===== src/rtl/program_counter2.sv =====
// 64-bit program counter with a four-way next-PC mux.
// The mux selects hold, PC+4, an absolute target, or a relative word-offset branch.
module program_counter2 (
    input  logic        clock,
    input  logic        reset,
    input  logic [1:0]  PS,
    input  logic [63:0] in,
    output logic [63:0] PC,
    output logic [63:0] PC4
);

    logic [63:0] reg_out_r;
    logic [63:0] add_out_s;
    logic [63:0] offset_s;
    logic [63:0] mux_out_s;

    // Incrementer and branch-target offset; the offset is in words and the shift drops bits above 63.
    always_comb begin
        add_out_s = reg_out_r + 64'd4;
        offset_s  = {in[61:0], 2'b00};
    end

    // Next-PC selection.
    always_comb begin
        mux_out_s = reg_out_r;
        case (PS)
            2'b00:   mux_out_s = reg_out_r;
            2'b01:   mux_out_s = add_out_s;
            2'b10:   mux_out_s = in;
            2'b11:   mux_out_s = reg_out_r + offset_s;
            default: mux_out_s = reg_out_r;
        endcase
    end

    // PC register; reset overrides every mux selection.
    always_ff @(posedge clock) begin
        if (reset) begin
            reg_out_r <= 64'h0;
        end else begin
            reg_out_r <= mux_out_s;
        end
    end

    assign PC  = reg_out_r;
    assign PC4 = add_out_s;

endmodule


===== config.mk =====
export PLATFORM = sky130hd
export DESIGN_NAME = program_counter2
export DESIGN_NICKNAME = d
export VERILOG_FILES = /design/src/rtl/program_counter2.sv
export SDC_FILE = /design/constraint.sdc
export NUM_CORES = 1
export LEC_CHECK = 0
export ABC_AREA = 1
export BUFFER_PORTS_ARGS = -buffer_cell sky130_fd_sc_hd__buf_2
export CORE_MARGIN = 4
export CORE_UTILIZATION = 53
export DETAILED_ROUTE_END_ITERATION = 16
export GPL_ROUTABILITY_DRIVEN = 0
export HOLD_SLACK_MARGIN = 0.1
export MAX_ROUTING_LAYER = met4
export PLACE_DENSITY = 0.8
export SLEW_MARGIN = 5
export SYNTH_ARGS = -nofsm -noshare
export SYNTH_HDL_FRONTEND = slang
export SYNTH_SLANG_ARGS = --single-unit
export TNS_END_PERCENT = 20

===== constraint.sdc =====
create_clock -name clock -period 2.2 [get_ports clock]
set_clock_uncertainty 0.2 [all_clocks]
set_input_delay 0.11 -clock clock [delete_from_list [all_inputs] [get_ports clock]]
set_output_delay 0.11 -clock clock [all_outputs]
set_load 0.05 [all_outputs]

==> flow_summary.json, run 1 <==
{
  "boundaryPins": 196,
  "grt.total_usage_pct": 87.0,
  "pre_cts_ws_ps": -364,
  "yosysTopAreaCellShare_pct": 27.1,
  "cts_root_buf": "clkbuf_16",
  "yosys.area.top_type": "nand2_1",
  "synthArstFlopShare_pct": 0,
  "htreeDepth": 3,
  "stop_stage": "global routing",
  "place.detailed.hpwl_um": 43000,
  "cts_buffer_depth": 2,
  "ys.flop_type": "dfxtp_1",
  "syn_nets": 2183,
  "synth_edf_count": 0,
  "grt_max_degree": 101,
  "netlist_top_cells_area": "nand2_1 27%, inv_1 13%, dfxtp_1 12%",
  "syn_inst": 2052,
  "numCtsBuffers": 9,
  "yosys_warnings": 0,
  "synth_cell_types": 38,
  "synth_most_common_cell": "nand2_1",
  "die_x_um": 149,
  "chipHeight_um": 149,
  "yosys_register_bits": 64,
  "error": "[ERROR GRT-0232] Routing congestion too high. Check the congestion heatmap in the GUI.",
  "synth_area_um2": 10600,
  "syn_area_per_cell_um2": 5.16,
  "io_buffers": 195,
  "cts.sinks": 64,
  "grt-ovfl-total": 252,
  "start_util_pct": 54.1,
  "row_count": 51,
  "synthTopCellsByCount": "765 x nand2_1, 359 x inv_1, 162 x nor2_1",
  "synth_seq_area_share_pct": 12.1,
  "status": "stopped before the end"
}
[repair_timing]
item	in CTS
buffers inserted	23
gates resized for setup	321
endpoints found under the setup margin	103
cloned	0
hold endpoints to repair	64
hold buffers	70
pin swaps	63
[per-layer routing]
| layer | overflow | GRT usage, % |
|---|---|---|
| met1 | 43 | 84.8 |
| met2 | 109 | 95.9 |
| met3 | 33 | 80.7 |
| met4 | 67 | 84.2 |
| met5 | - | - |
[stage by stage]
| step | cells | cell area, um2 |
|---|---|---|
| 3_3_place_gp | 2754 | 14800 |
| 3_5_place_dp | 2754 | 14800 |
| 2_1_floorplan | 2052 | 11400 |
| 4_1_cts | 2862 | 17100 |
[kinds of logic after synthesis]
| group | Yosys count | synth area share, % |
|---|---|---|
| buffers and inverters | 408 | 14.6 |
| flip-flops | 64 | 12.1 |
| adder cells (fa/ha/maj) | 63 | 7.51 |
| AO/OA/AOI/OAI | 284 | 14.2 |
| XOR/XNOR | 54 | 4.68 |
| AND/OR/NAND/NOR | 1179 | 47.0 |
==> inputs of run 2 (changes only) <==
- CORE_UTILIZATION: 53 -> 40
- HOLD_SLACK_MARGIN: 0.1 -> unset
- MAX_ROUTING_LAYER: met4 -> unset
- PLACE_DENSITY: 0.8 -> unset
- PLACE_DENSITY_LB_ADDON: unset -> 0.15
- clock period: 2.2 -> 2.9 ns (I/O delays scaled with it)
==> flow_summary.json, run 2 <==
{
  "status": "complete, but fails checks",
  "violations": "negative setup slack",
  "syn_nets": 2183,
  "max_cap_viol_count": 0,
  "boundaryPins": 196,
  "yosys_warnings": 0,
  "power_density_nw_per_um2": 407,
  "grt_max_degree": 61,
  "synth_cell_types": 38,
  "row_count": 59,
  "rr_endpoint": "PC[57]",
  "ir_worst_vdd_mv": 0.225,
  "critPathLaunch": "PC[3]",
  "endpoint": "PC4[27]",
  "layout_setup_ws_ps": -91.0,
  "p_leak_uw": 0.00728,
  "synth_seq_area_share_pct": 12.1,
  "fin_crit_ps": 2990,
  "clock_latency_ps": 360,
  "fin_nets": 2441,
  "layoutNonFillerInstCount": 2651,
  "rr_worst_depth": 12,
  "place.detailed.hpwl_um": 44200,
  "utilization_pct": 50.2,
  "synth_top_family_by_area": "simple AND/OR/NAND/NOR gates",
  "min_path_type": "in -> reg",
  "drt_iter0_drc": 1845,
  "yosys_register_bits": 64,
  "grt_first_pass_wirelength_um": 78700,
  "synth_most_common_cell": "nand2_1",
  "synth-compound-area-share_pct": 14.2,
  "holdWs_ps": 0.0647,
  "areaGrowthSynthToFinish_pct": 23.4,
  "synthArstFlopShare_pct": 0,
  "antenna_found_initial": 0,
  "drive_above_1_share_pct": 15.9,
  "yosysTopAreaCellShare_pct": 27.1,
  "cts_buffer_depth": 2,
  "synthXorXnorAreaFrac_pct": 4.68,
  "htreeDepth": 3,
  "cp.arrival_ps": 2650,
  "synth_simple_gate_area_share_pct": 47.0,
  "synth.area.mux_share_pct": 0,
  "viasPerCell": 5.50,
  "finalHoldViolCount": 0,
  "p_total_uw": 5320,
  "r2r_slack_ps": 150,
  "num_vias": 14600,
  "required_ps": 2560,
  "core_region_area_um2": 26100,
  "drc": 0,
  "ys.flop_type": "dfxtp_1",
  "yosys.area.top_type": "nand2_1",
  "mostFrequentLayoutCells": "763 x nand2_1, 357 x inv_1, 188 x buf_2, 159 x nor2_1, 129 x a21oi_1",
  "setup_viol": 3,
  "die_x_um": 171,
  "cts_tree": "built",
  "synth_area_um2": 10600,
  "timing.slew.headroom_pct": 37.9,
  "routed_wl_um": 53400,
  "largest_reg_flops": 64,
  "pre_cts_ws_ps": 149,
  "hold_start": "in[54]",
  "grt_pass1_vias": 13200,
  "worst-setup-path-type": "reg -> out",
  "timing.final.crit_share_pct": 103,
  "netlist_top_cells_area": "nand2_1 27%, inv_1 13%, dfxtp_1 12%",
  "drt.antenna.violating_nets": 0,
  "crit_path_start_kind": "flop",
  "clkTransAtPathRegs_ps": 70,
  "drtPass1Iterations": 7,
  "rsz0062_at_grt": "true",
  "syn_inst": 2052,
  "synth_edf_count": 0,
  "placedCellCount": 2600,
  "report.final.slew_viol_count": 0,
  "cts_root_buf": "clkbuf_16",
  "dieArea_um2": 29100,
  "syn_area_per_cell_um2": 5.16,
  "avgRoutedWirePerCell_um": 20.1,
  "start_util_pct": 40.6,
  "final_common_cell": "nand2_1",
  "chipHeight_um": 171,
  "numCtsBuffers": 9,
  "worst_slew_pin_slew_ps": 931,
  "fmax_mhz": 334,
  "grt.total_usage_pct": 35.5,
  "cts.sinks": 64,
  "io_buffers": 195,
  "synthTopCellsByCount": "765 x nand2_1, 359 x inv_1, 162 x nor2_1",
  "cp-end-kind": "primary output",
  "reg2reg_from": "PC[24]",
  "grt-ovfl-total": 0,
  "path_max_fanout": 5,
  "synth-adder-area-share_pct": 7.51
}
-- run 2: cell counts after synthesis --
Identical to the previous run, type by type.
-- run 2: final cells by class --
type                       count  area [um2]
fill                        2891       13000
multi-input combinational   1580        7910
timing repair buffer         286        1760
inverter                     369        1390
sequential                    64        1290
tap                          335         419
clock buffer                  11         253
clock inverter                 5        55.1
antenna                        1        2.50
-- run 2: critical path, stage by stage, from the launching register on --
cell and delay [ps]:
dfxtp_1 470, inv_1 140, nor3_1 250, nand2_1 130
nor2_2 260, nand2_1 240, xor2_1 440, buf_2 360
-- run 2: cells by family (layout without fill, tap and decap cells) --
group                    count (synthesis)  after routing
AND/OR/NAND/NOR                       1179           1179
buffers and inverters                  408            671
AO/OA/AOI/OAI                          284            284
flip-flops                              64             64
adder cells (fa/ha/maj)                 63             63
XOR/XNOR                                54             54
other                                    0              1
-- run 2: routing by layer --
metal | global-route usage [%] | vias up | share of wire, %
met5 | 0 | - | 0
met4 | 11.8 | 0 | 3.7
met3 | 8.43 | 133 | 14
met2 | 54.3 | 947 | 42
met1 | 49.1 | 6582 | 40
li1 | - | 6929 | -
-- run 2: worst min path at each step --
| stage | endpoint | cells after the start |
|---|---|---|
| after detailed placement | PC[3] | 2 |
| after global placement | PC[3] | 2 |
| after floorplan | PC[3] | 1 |
| final | PC[54] | 5 |
| after CTS | PC[28] | 3 |
| after global routing | PC[54] | 5 |
-- run 2: what timing repair did --
action	4_1_cts	5_1_grt
gates resized for setup	3	31
hold buffers	33	0
endpoints found under the setup margin	2	30
hold endpoints to repair	32	0
pin swaps	0	1
buffers inserted	0	1
-- run 2: metrics by stage --
step           TNS [ps]  instance area (um2)
6_report           -161                13100
5_1_grt           -43.5                13100
4_1_cts               0                12900
3_5_place_dp          0                12300
3_3_place_gp          0                12300
2_1_floorplan     -1080                10600
-- run 2: where the power goes --
part / switching [uW] / leakage, uW / total [uW] / internal, uW
Combinational: 2140 / 0.00660 / 2950 / 814
Sequential: 146 / 0.000533 / 1110 / 965
Clock: 541 / 0.000148 / 1250 / 713
Total: 2820 / 0.00728 / 5320 / 2490
Power figures use the tool's default switching activity.
==> inputs of run 3 (changes only) <==
- TNS_END_PERCENT: 20 -> 50
- clock period: 2.9 -> 3.35 ns (I/O delays scaled with it)
==> flow_summary.json, run 3 (synthesized netlist as in run 2, its figures left out) <==
{
  "use_met2_pct": 52.7,
  "grt_busiest_layer": "met2",
  "grt_first_pass_wirelength_um": 75800,
  "viasPerCell": 5.50,
  "reg2reg_from": "PC[2]",
  "netSwitchingPower_uw": 2350,
  "required_ps": 2980,
  "cp.arrival_ps": 2940,
  "timing.final.crit_share_pct": 98.8,
  "drive_above_1_share_pct": 13.1,
  "mostFrequentLayoutCells": "765 x nand2_1, 357 x inv_1, 195 x buf_2, 162 x nor2_1, 129 x a21oi_1",
  "dieArea_um2": 29100,
  "layoutNonFillerInstCount": 2587,
  "fin_nets": 2379,
  "max_cap_viol_count": 0,
  "p_comb_share_pct": 53.1,
  "grt-ovfl-total": 0,
  "p_clk_share_pct": 24.5,
  "internal-power_uw": 2150,
  "cts.sinks": 64,
  "antenna_found_initial": 1,
  "clock_latency_ps": 350,
  "met1_usage_pct": 48.1,
  "chipHeight_um": 171,
  "avgRoutedWirePerCell_um": 19.9,
  "io_buffers": 195,
  "boundaryPins": 196,
  "grtUsageMet3_pct": 6.45,
  "row_count": 59,
  "critPathLaunch": "PC[28]",
  "placedCellCount": 2560,
  "critical_path.top_delay_family": "simple AND/OR/NAND/NOR gates",
  "cts_tree": "built",
  "min_path_type": "in -> reg",
  "layout_setup_ws_ps": 39.3,
  "grt.total_usage_pct": 34.1,
  "cp-end-kind": "primary output",
  "cts_buffer_depth": 2,
  "start_util_pct": 40.6,
  "core_region_area_um2": 26100,
  "fin_crit_ps": 3310,
  "timing.slew.headroom_pct": 41.8,
  "antenna_cells": 0,
  "pre_cts_ws_ps": 520,
  "status": "completed",
  "place.detailed.hpwl_um": 42800,
  "num_vias": 14200,
  "seq_power_share_pct": 22.3,
  "post-cts-setup-buffer-count": 0,
  "grt_pass1_vias": 12600,
  "report.final.slew_viol_count": 0,
  "clkTransAtPathRegs_ps": 70,
  "drtPass1Iterations": 8,
  "finalHoldViolCount": 0,
  "largest_reg_flops": 64,
  "worst_path_max_delay_cell": "xnor2_1",
  "power_density_nw_per_um2": 363,
  "crit_buf_inv": 2,
  "drc": 0,
  "n_fill_cell": 2922,
  "path_max_fanout": 5,
  "grt_max_degree": 50,
  "finalSetupTns_ps": 0,
  "rsz0062_at_grt": "false",
  "areaGrowthSynthToFinish_pct": 17.2,
  "crit_chain": "inv_1 > nor3_1 > nand2_1 > nor2_1 > nand3_1 > xnor2_1 > buf_2",
  "routed_wl_um": 51600,
  "ir_worst_vdd_mv": 0.232,
  "drt.antenna.violating_nets": 0,
  "numCtsBuffers": 9,
  "htreeDepth": 3,
  "final_common_cell": "nand2_1",
  "cts_root_buf": "clkbuf_16",
  "crit_path_start_kind": "flop",
  "netSwitchingFraction_pct": 52.3,
  "p_leak_uw": 0.00694,
  "hold_start": "in[21]",
  "worst_slew_pin_slew_ps": 872,
  "fmax_mhz": 302,
  "worst-setup-path-type": "reg -> out",
  "setup_viol": 0,
  "die_x_um": 171,
  "slowest_delay_ps": 560,
  "drt_iter0_drc": 1747
}
run 3: cell count changes in the layout (fill, tap and decap cells not counted), sizes merged:
cell,before,now
bufinv,1,2
diode,1,0
clkinvlp,2,0
dlygate4sd3,33,12
buf,247,212
clkinv,2,1
clkbuf,17,12
run 3: repair_timing:
| item | 4_1_cts | 5_1_grt |
|---|---|---|
| hold endpoints to repair | 11 | 0 |
| hold buffers | 12 | 0 |
| resized for setup | 0 | 0 |
run 3: layer usage:
metal  up-vias  routed length [um]
li1       6801                   -
met1      6392               21600
met2       909               21800
met3       114                6290
met4         2                1810
met5         -                  16
run 3: layout make-up:
class / count / area (um2) / share of cell area (%)
clock buffers: 12 / 256 / 2.07
clock inverters: 3 / 65.1 / 0.524
repair buffers: 224 / 1240 / 9.96
multi-input cells: 1580 / 7770 / 62.6
flip-flops and latches: 64 / 1280 / 10.3
inverters: 369 / 1390 / 11.2
well taps: 335 / 419 / 3.38
run 3: power by group through the flow:
stage | Clock (uW) | Combinational (uW) | Sequential, uW
CTS | 1100 | 2330 | 992
floorplan | 0 | 1380 | 1200
finish | 1100 | 2390 | 1010
global route | 1140 | 2570 | 1010
global placement | 0 | 2300 | 1010
detailed placement | 0 | 2310 | 1010
run 3: tightest hold or removal path: cells and delay by family:
family          cells  cell delay, ps
buf+inv             1             110
compound gates      2             230
run 3: path summary, 6_finish.rpt:
check,cells past startpoint,endpoint,slack [ps]
setup / recovery,7,PC4[37],40
hold reg to reg,2,PC[0],370
hold / removal,3,PC[21],9
setup reg to reg,12,PC[52],400
run 3: through the flow:
stage	power (uW)	util [%]	hold WS, ps	cell area [um2]
after detailed placement	3320	45.9	159	12000
final	4500	47.6	8.74	12400
after global placement	3310	45.9	156	12000
after floorplan	2570	-	46.2	10600
after global routing	4720	47.6	29.4	12400
after CTS	4420	47.6	1.26	12400
==> inputs of run 4 (changes only) <==
- ABC_AREA: 1 -> unset
==> flow_summary.json, run 4 <==
{
  "clock_latency_ps": 350,
  "worst_path_max_delay_cell": "o41ai_2",
  "grt_pass1_vias": 9248,
  "grt-ovfl-total": 0,
  "die_x_um": 155,
  "met1_usage_pct": 36.0,
  "grt_busiest_layer": "met2",
  "core_region_area_um2": 21100,
  "synthArstFlopShare_pct": 0,
  "design_area_um2": 11500,
  "layoutNonFillerInstCount": 1738,
  "cts_tree": "built",
  "rr_endpoint": "PC[60]",
  "grtUsageMet3_pct": 3.33,
  "dieArea_um2": 24000,
  "drt_iter0_drc": 620,
  "drtPass1Iterations": 6,
  "multi_input_area_um2": 7160,
  "boundaryPins": 196,
  "p_leak_uw": 0.00539,
  "p_total_uw": 4410,
  "syn_inst": 1172,
  "synth_seq_area_share_pct": 14.9,
  "fmax_mhz": 304,
  "reg2reg_from": "PC[20]",
  "grt_first_pass_wirelength_um": 49500,
  "start_util_pct": 40.9,
  "crit_path_start_kind": "flop",
  "worst-setup-path-type": "reg -> reg",
  "row_count": 53,
  "yosysTopAreaCellShare_pct": 14.9,
  "cp.arrival_ps": 3330,
  "setup_viol": 0,
  "max_cap_viol_count": 0,
  "ir_worst_vdd_mv": 0.226,
  "areaGrowthSynthToFinish_pct": 33.4,
  "r2r_slack_ps": 70,
  "report.final.slew_viol_count": 0,
  "chipHeight_um": 155,
  "grt.total_usage_pct": 25.1,
  "drc": 0,
  "holdWs_ps": 3.43,
  "layout_setup_ws_ps": 65.4,
  "path_max_fanout": 4,
  "p_clk_share_pct": 22.7,
  "p_comb_share_pct": 56.3,
  "grt_max_degree": 46,
  "antenna_found_initial": 0,
  "internal-power_uw": 2370,
  "cts.sinks": 64,
  "cts_buffer_depth": 2,
  "fin_nets": 1589,
  "placed_area_um2": 10500,
  "yosys_warnings": 0,
  "antenna_cells": 0,
  "viasPerCell": 5.55,
  "synth_cell_types": 88,
  "endpoint": "PC[60]",
  "final_common_cell": "buf_2",
  "num_vias": 9642,
  "power_density_nw_per_um2": 383,
  "io_buffers": 195,
  "required_ps": 3390,
  "timing.slew.headroom_pct": 43.1,
  "netSwitchingFraction_pct": 46.4,
  "seq_power_share_pct": 21.0,
  "htreeDepth": 3,
  "fin_crit_ps": 3280,
  "crit_buf_inv": 1,
  "seqCellArea_um2": 1300,
  "finalHoldViolCount": 0,
  "routed_wl_um": 31200,
  "rr_worst_depth": 11,
  "hold_path_depth": 5,
  "cts_root_buf": "clkbuf_16",
  "min_path_type": "in -> reg",
  "mostFrequentLayoutCells": "184 x buf_2, 129 x buf_4, 115 x nor2_1, 111 x nand2_1, 108 x xnor2_1",
  "netlist_top_cells_area": "dfxtp_1 15%, xnor2_1 12%, ha_1 9.0%",
  "synth_most_common_cell": "nor2_1",
  "worst_slew_pin_slew_ps": 853,
  "status": "completed",
  "cp.depth": 11,
  "place.detailed.hpwl_um": 24300,
  "timing.final.crit_share_pct": 98.0,
  "avgRoutedWirePerCell_um": 18.0,
  "rsz0062_at_grt": "true",
  "clkTransAtPathRegs_ps": 60,
  "synth_edf_count": 0,
  "use_met2_pct": 40.5,
  "n_fill_cell": 2139,
  "ys.flop_type": "dfxtp_1",
  "largest_reg_flops": 64,
  "synthTopCellsByCount": "116 x nor2_1, 115 x xnor2_1, 113 x nand2_1",
  "slowest_delay_ps": 470,
  "syn_area_per_cell_um2": 7.36,
  "numCtsBuffers": 9,
  "crit_chain": "ha_1 > buf_4 > nand4_1 > or3_1 > o221ai_2 > o31ai_2 > o211ai_2 > nand4_1 > o41ai_2 > xnor2_1 > a2111oi_2",
  "syn_nets": 1303,
  "critPathLaunch": "PC[20]",
  "cp-end-kind": "flop",
  "critical_path.top_delay_family": "compound AO/OA/AOI/OAI gates",
  "pre_cts_ws_ps": -141,
  "placedCellCount": 1681,
  "synth_area_um2": 8620,
  "yosys.area.top_type": "dfxtp_1",
  "drt.antenna.violating_nets": 0,
  "crit_top_cell": "nand4_1",
  "yosys_register_bits": 64,
  "drive_above_1_share_pct": 29.5,
  "netSwitchingPower_uw": 2040
}
run 4: repair_timing:
| item | in CTS | in global routing |
|---|---|---|
| hold buffers | 34 | 0 |
| setup buffers | 0 | 7 |
| gates cloned | 0 | 0 |
| pin swaps | 3 | 28 |
| endpoints found under the hold margin | 34 | 0 |
| gates resized for setup | 9 | 63 |
| setup endpoints to repair | 14 | 36 |
run 4: worst register-to-register path: cells and delay by family (launching register included):
kind                       cells  cell delay (ps)
AOI/OAI and AO/OA              5             1140
DFF                            1              310
xor gates and xnor gates       1              140
and+or+nand+nor                3              890
adders and majority gates      1              340
buffers and inverters          1              140
run 4: layer usage:
layer	routed length, um	vias to the layer above
met3	1620	31
met5	0	-
met1	15000	4513
met4	408	0
met2	14200	292
li1	-	4806
run 4: power by group through the flow:
stage | combinational [uW] | sequential (uW) | clock [uW]
after floorplan | 1390 | 1230 | 0
after global placement | 2360 | 937 | 0
after detailed placement | 2350 | 938 | 0
after CTS | 2410 | 922 | 1000
after global routing | 2670 | 937 | 1040
final | 2490 | 926 | 1000
run 4: kinds of logic after synthesis:
| kind of cell | after synthesis | share of synthesized area [%] |
|---|---|---|
| buffers and inverters | 105 | 5.57 |
| muxes | 38 | 4.56 |
| DFF | 64 | 14.9 |
| adders and majority gates | 63 | 9.23 |
| AOI/OAI and AO/OA | 302 | 23.6 |
| xor gates and xnor gates | 168 | 17.1 |
| and+or+nand+nor | 432 | 25.1 |
run 4: worst min path at each step:
stage               endpoint   start
floorplan              PC[0]   in[0]
global placement       PC[0]   in[0]
detailed placement     PC[0]   in[0]
CTS                   PC[33]  in[33]
global route          PC[41]  in[41]
finish                PC[59]  in[59]
run 4: cell type report:
cell class,instances,area share [%]
inverters,27,0.881
multi-input cells,1003,62.3
well taps,275,2.99
clock inverters,3,0.348
repair buffers,353,19.9
clock buffers,13,2.26
flip-flops and latches,64,11.3
run 4: stage by stage:
stage	setup TNS, ps	utilization (%)
after floorplan	-2010	-
after global placement	-27.0	50.0
after detailed placement	-198	50.0
after CTS	-13.8	53.1
after global routing	-159	54.5
final	0	54.5
